$ cat config.mk
export PLATFORM = sky130hd
export DESIGN_NAME = instr_fetch_unit
export DESIGN_NICKNAME = d
export VERILOG_FILES = /design/src/rtl/mips_pkg.sv /design/src/rtl/fetch_queue.sv /design/src/rtl/instr_fetch_unit.sv
export SDC_FILE = /design/constraint.sdc
export NUM_CORES = 1
export LEC_CHECK = 0
export CORE_UTILIZATION = 50
export CTS_BUF_LIST = sky130_fd_sc_hd__clkbuf_8
export CTS_CLUSTER_SIZE = 10
export DETAILED_ROUTE_END_ITERATION = 16
export DONT_BUFFER_PORTS = 1
export HOLD_SLACK_MARGIN = 0.12
export PLACE_DENSITY = 0.66
export SKIP_CTS_REPAIR_TIMING = 1
export SYNTH_ARGS = -nofsm -noshare
export SYNTH_HDL_FRONTEND = slang
export SYNTH_HIERARCHICAL = 1
export SYNTH_SLANG_ARGS = --single-unit
export TNS_END_PERCENT = 10
$ cat constraint.sdc
create_clock -name clk -period 4.6 [get_ports clk]
set_input_delay 0.69 -clock clk [delete_from_list [all_inputs] [get_ports clk]]
set_output_delay 0.69 -clock clk [all_outputs]
set_load 0.005 [all_outputs]
$ cat src/rtl/mips_pkg.sv
// Shared fetch-path types and constants.
package mips_pkg;

  localparam int unsigned XLEN       = 32;
  localparam int unsigned WORD_BYTES = 4;

  localparam logic [XLEN-1:0] RESET_PC_DEFAULT = 32'h0000_0000;

  typedef struct packed {
    logic [XLEN-1:0] pc;
    logic [XLEN-1:0] instr;
  } fetch_entry_t;

  function automatic logic [XLEN-1:0] word_align(input logic [XLEN-1:0] addr);
    return {addr[XLEN-1:2], 2'b00};
  endfunction

endpackage

$ cat src/rtl/fetch_queue.sv
// Synchronous FIFO of fetched {pc, instr} entries; flush dominates push.
module fetch_queue
  import mips_pkg::*;
#(
  parameter int unsigned DEPTH = 4,
  localparam int unsigned PW = $clog2(DEPTH),
  localparam int unsigned CW = $clog2(DEPTH + 1)
) (
  input  logic          clk,
  input  logic          reset,
  input  logic          push,
  input  fetch_entry_t  push_data,
  input  logic          pop,
  input  logic          flush,
  output fetch_entry_t  head,
  output logic          full,
  output logic          empty,
  output logic [CW-1:0] count
);

  fetch_entry_t  mem [DEPTH];
  logic [PW-1:0] wr_ptr_q, rd_ptr_q;
  logic [CW-1:0] cnt_q;
  logic          do_push, do_pop;

  assign full    = (cnt_q == CW'(DEPTH));
  assign empty   = (cnt_q == '0);
  assign count   = cnt_q;
  assign head    = mem[rd_ptr_q];
  assign do_pop  = pop & ~empty;
  assign do_push = push & (~full | do_pop);

  always_ff @(posedge clk or negedge reset) begin
    if (!reset) begin
      wr_ptr_q <= '0;
      rd_ptr_q <= '0;
      cnt_q    <= '0;
    end else if (flush) begin
      wr_ptr_q <= '0;
      rd_ptr_q <= '0;
      cnt_q    <= '0;
    end else begin
      if (do_push) wr_ptr_q <= wr_ptr_q + PW'(1);
      if (do_pop)  rd_ptr_q <= rd_ptr_q + PW'(1);
      cnt_q <= cnt_q + CW'(do_push) - CW'(do_pop);
    end
  end

  // Storage needs no reset; reads are qualified by empty.
  always_ff @(posedge clk) begin
    if (do_push && !flush) mem[wr_ptr_q] <= push_data;
  end

endmodule

$ cat src/rtl/instr_fetch_unit.sv
// Fetch stage: PC generation, credit-limited imem requests, redirect flush with
// in-flight response discard, and a buffered instruction queue toward decode.
module instr_fetch_unit
  import mips_pkg::*;
#(
  parameter logic [XLEN-1:0] RESET_PC = RESET_PC_DEFAULT,
  parameter int unsigned     QDEPTH   = 4
) (
  input  logic            clk,
  input  logic            reset,
  output logic            imem_req_valid,
  output logic [XLEN-1:0] imem_req_addr,
  input  logic            imem_req_ready,
  input  logic            imem_rsp_valid,
  input  logic [XLEN-1:0] imem_rsp_data,
  output logic            instr_valid,
  output logic [XLEN-1:0] instr,
  output logic [XLEN-1:0] instr_pc,
  input  logic            instr_ready,
  input  logic            redirect_valid,
  input  logic [XLEN-1:0] redirect_pc
);

  localparam int unsigned CW = $clog2(QDEPTH + 1);

  logic [XLEN-1:0] fetch_pc_q, fetch_pc_d;
  logic [XLEN-1:0] rsp_pc_q, rsp_pc_d;
  logic [CW-1:0]   outstanding_q, outstanding_d;
  logic [CW-1:0]   discard_q, discard_d;

  logic [CW-1:0]   q_count;
  logic            q_full, q_empty;
  fetch_entry_t    q_head, q_push_data;
  logic [CW:0]     in_use;
  logic            req_fire, rsp_keep, consume;

  // Discarded responses still hold credit until they come back.
  assign in_use         = {1'b0, outstanding_q} + {1'b0, q_count};
  assign imem_req_valid = (in_use < (CW + 1)'(QDEPTH));
  assign imem_req_addr  = fetch_pc_q;
  assign req_fire       = imem_req_valid & imem_req_ready;
  assign rsp_keep       = imem_rsp_valid & (discard_q == '0) & ~redirect_valid;
  assign consume        = instr_valid & instr_ready;
  assign q_push_data    = '{pc: rsp_pc_q, instr: imem_rsp_data};

  always_comb begin
    fetch_pc_d    = fetch_pc_q;
    rsp_pc_d      = rsp_pc_q;
    discard_d     = discard_q;
    outstanding_d = outstanding_q + CW'(req_fire) - CW'(imem_rsp_valid);
    if (req_fire) fetch_pc_d = fetch_pc_q + XLEN'(WORD_BYTES);
    if (rsp_keep) rsp_pc_d = rsp_pc_q + XLEN'(WORD_BYTES);
    if (imem_rsp_valid && (discard_q != '0)) discard_d = discard_q - CW'(1);
    // Everything still in flight after this edge belongs to the old stream.
    if (redirect_valid) begin
      fetch_pc_d = word_align(redirect_pc);
      rsp_pc_d   = word_align(redirect_pc);
      discard_d  = outstanding_d;
    end
  end

  always_ff @(posedge clk or negedge reset) begin
    if (!reset) begin
      fetch_pc_q    <= RESET_PC;
      rsp_pc_q      <= RESET_PC;
      outstanding_q <= '0;
      discard_q     <= '0;
    end else begin
      fetch_pc_q    <= fetch_pc_d;
      rsp_pc_q      <= rsp_pc_d;
      outstanding_q <= outstanding_d;
      discard_q     <= discard_d;
    end
  end

  fetch_queue #(
    .DEPTH(QDEPTH)
  ) u_queue (
    .clk      (clk),
    .reset    (reset),
    .push     (rsp_keep),
    .push_data(q_push_data),
    .pop      (consume),
    .flush    (redirect_valid),
    .head     (q_head),
    .full     (q_full),
    .empty    (q_empty),
    .count    (q_count)
  );

  assign instr_valid = ~q_empty;
  assign instr       = q_empty ? '0 : q_head.instr;
  assign instr_pc    = q_empty ? '0 : q_head.pc;

  a_rsp_expected: assert property (@(posedge clk) disable iff (!reset)
    imem_rsp_valid |-> (outstanding_q != '0));
  a_no_overflow: assert property (@(posedge clk) disable iff (!reset)
    rsp_keep |-> !q_full);

endmodule

==> results.yml <==
detailed_routing:
  drt_iter0_markers: 450
  ant_nets: 0
  routedWlPerCell_um: 21.74
  wirelength_mm: 29.19
  dr.pass1.iters: 5
  vias: 8010
  avgViaCountPerCell: 5.964
  drc: 0
critical_path:
  crit_type: "flip-flop to flip-flop"
  worstSetupStartpointType: "flip-flop"
  path_cells: "ha_1 > or4b_1 > nor2_4 > inv_2 > ha_1 > inv_1 > ha_1 > inv_1 > fa_1 > xnor2_1 > xnor2_1 > nand2_1 > o21ai_0"
  cp.depth: 13
  critical_path.most_common_cell: "ha_1"
  reg2reg_depth: 13
  crit_path_end_kind: "flip-flop"
  critPathMaxFanout: 14
  crit_family: "adder cells"
  worst_path_max_delay_cell: "or4b_1"
  cp_slowest_stage_delay_ns: 0.68
  required_ns: 5.09
  path_buf_inv: 3
  arrival_ns: 3.87
floorplanning:
  die_y_um: 171.3
  core_area_um2: 28010
  rows: 61
  die_area_um2: 29330
  io_pins: 168
  start_util_pct: 51.14
  die_w_um: 171.3
power:
  p_leak_nw: 5.146
  p_int_mw: 4.933
  ir_drop_v: 0.0001941
  p_seq_share_pct: 53.7
  swShare_pct: 25.33
  p_comb_share_pct: 9.7
  pwr_density_cell_nw_per_um2: 420.1
  power_frac_clock_pct: 36.6
  p_switching_mw: 1.673
final_layout:
  fin_nets: 1009
  final_util_pct: 56.14
  nFillCells: 2230
  syn_to_final_growth_pct: 9.774
  insertedDiodeCount: 0
  layout-drive-gt1-share_pct: 18.13
timing:
  fin_crit_ns: 3.378
  drv_slew: 0
  rsz0062_at_grt: "no"
  finalCritPeriodShare_pct: 73.43
  hold_slack_ns: 0.2024
  finalSetupTns_ns: 0
  fin_ws_ns: 1.222
  tightest_slew_ns: 1.043
  setup_viol: 0
  final_hold_viol_count: 0
  fin_skew_ns: 0.01497
  relSlewSlack_pct: 30.49
  max_freq_ghz: 0.2960
clocking:
  insertion_delay_ns: 0.58
  cts_max_level: 2
  cts_tree: "yes"
  root_buffer: "clkbuf_8"
  cts_sinks: 329
  cts_max_path_buffers: 3
  numCtsBuffers: 53
  path_clk_slew_ns: 0.06
min_path:
  hold_path_class: "primary input to flip-flop"
  holdPathStages: 1
yosys:
  ys_warn_count: 6
  synthCells: 902
  synth_area_per_cell_um2: 15.88
  synth_area_um2: 14320
placed_design:
  dp_hpwl_mm: 17.59
  gp_congestion: 0.8526
  post-place-ws_ns: 1.231
  portBuffers: 0
job:
  max_cap_violations: 0
grt:
  grt_max_degree: 78
  track_usage_pct: 20.49
  first_global_vias: 8214
  grt.overflow.total: 0
  antenna_found_initial: 0
  grt_pass1_wl_mm: 45.52
run_status:
  status: "complete, no violations"
[worst paths after layout]
kind                                            startpoint                               to  slack [ns]
worst max-delay path            u_queue/count[1]$_DFF_PN0_         discard_q[2]$_DFFE_PN0P_        1.22
worst min-delay path                        redirect_valid  u_queue/rd_ptr_q[0]$_DFFE_PN0P_        0.20
worst max register to register  u_queue/count[1]$_DFF_PN0_         discard_q[2]$_DFFE_PN0P_        1.22
worst min register to register  outstanding_q[1]$_DFF_PN0_       outstanding_q[2]$_DFF_PN0_        0.56
max in group asynchronous                            reset  u_queue/rd_ptr_q[0]$_DFFE_PN0P_        3.58
min in group asynchronous                            reset    imem_req_addr[25]$_DFFE_PN0N_        0.70
[through the flow]
step	cell area [um^2]	power (mW)	cells
final	15730	6.606	1343
after global routing	15730	6.919	1343
after CTS	15690	6.666	1341
after detailed placement	14660	4.234	1245
after global placement	14660	4.221	1245
after floorplan	14360	4.054	911
[routing by layer]
metal | part of all wire, % | global-route usage, % | routed length [um] | vias to the layer above
li1 | - | - | - | 3617
met2 | 47 | 33.14 | 13760 | 305
met3 | 8.4 | 5.913 | 2459 | 61
met5 | 0 | 0 | 0 | -
met4 | 2.6 | 6.522 | 752 | 0
met1 | 42 | 26.75 | 12220 | 4027
[power by group through the flow]
stage	Clock [mW]	Sequential, mW	Combinational, mW
6_report	2.42	3.55	0.638
5_1_grt	2.62	3.57	0.728
4_1_cts	2.49	3.55	0.630
3_5_place_dp	0	3.61	0.627
3_3_place_gp	0	3.60	0.619
2_1_floorplan	0	3.54	0.511
[final cells by class]
class	instances	area, um^2	share of cell area [%]
Sequential cell	329	9519	60.53
Clock inverter	39	240.2	1.528
Tap cell	378	473.0	3.008
Inverter	15	56.30	0.3581
Timing Repair Buffer	9	102.6	0.6524
Multi-Input combinational cell	516	4549	28.93
Clock buffer	57	784.5	4.989
[sequential cells by signal, indices dropped and copies added, names as in the netlist]
name,flops
imem_req_addr,30
u_queue/rd_ptr_q,2
u_queue/mem,256
u_queue/count,3
u_queue/wr_ptr_q,2
rsp_pc_q,30
outstanding_q,3
discard_q,3
[layout by cell type, fill, tap and decap left out, types with 4 or more instances in the layout]
cell and n:
a311oi_1 9, a31oi_1 16, or4_1 13, clkinv_1 10
nand2b_1 13, or3_1 9, nand3_1 25, mux4_2 64
and2_4 4, xnor2_1 15, nor4_1 23, ha_1 13
clkbuf_8 57, inv_1 29, edfxtp_1 256, and4_1 14
nand2_1 24, nor3b_1 4, o31a_1 7, conb_1 10
xor2_1 9, buf_4 6, and3_1 13, a211oi_1 14
dfrtp_1 71, nor2_1 29, nor3_1 19, clkinv_2 9
o21ai_0 10, mux2_2 10, nand4_1 16, nor2b_1 70
a21oi_1 6, o31ai_1 16
Note: power is estimated with default switching activity, not from simulation.
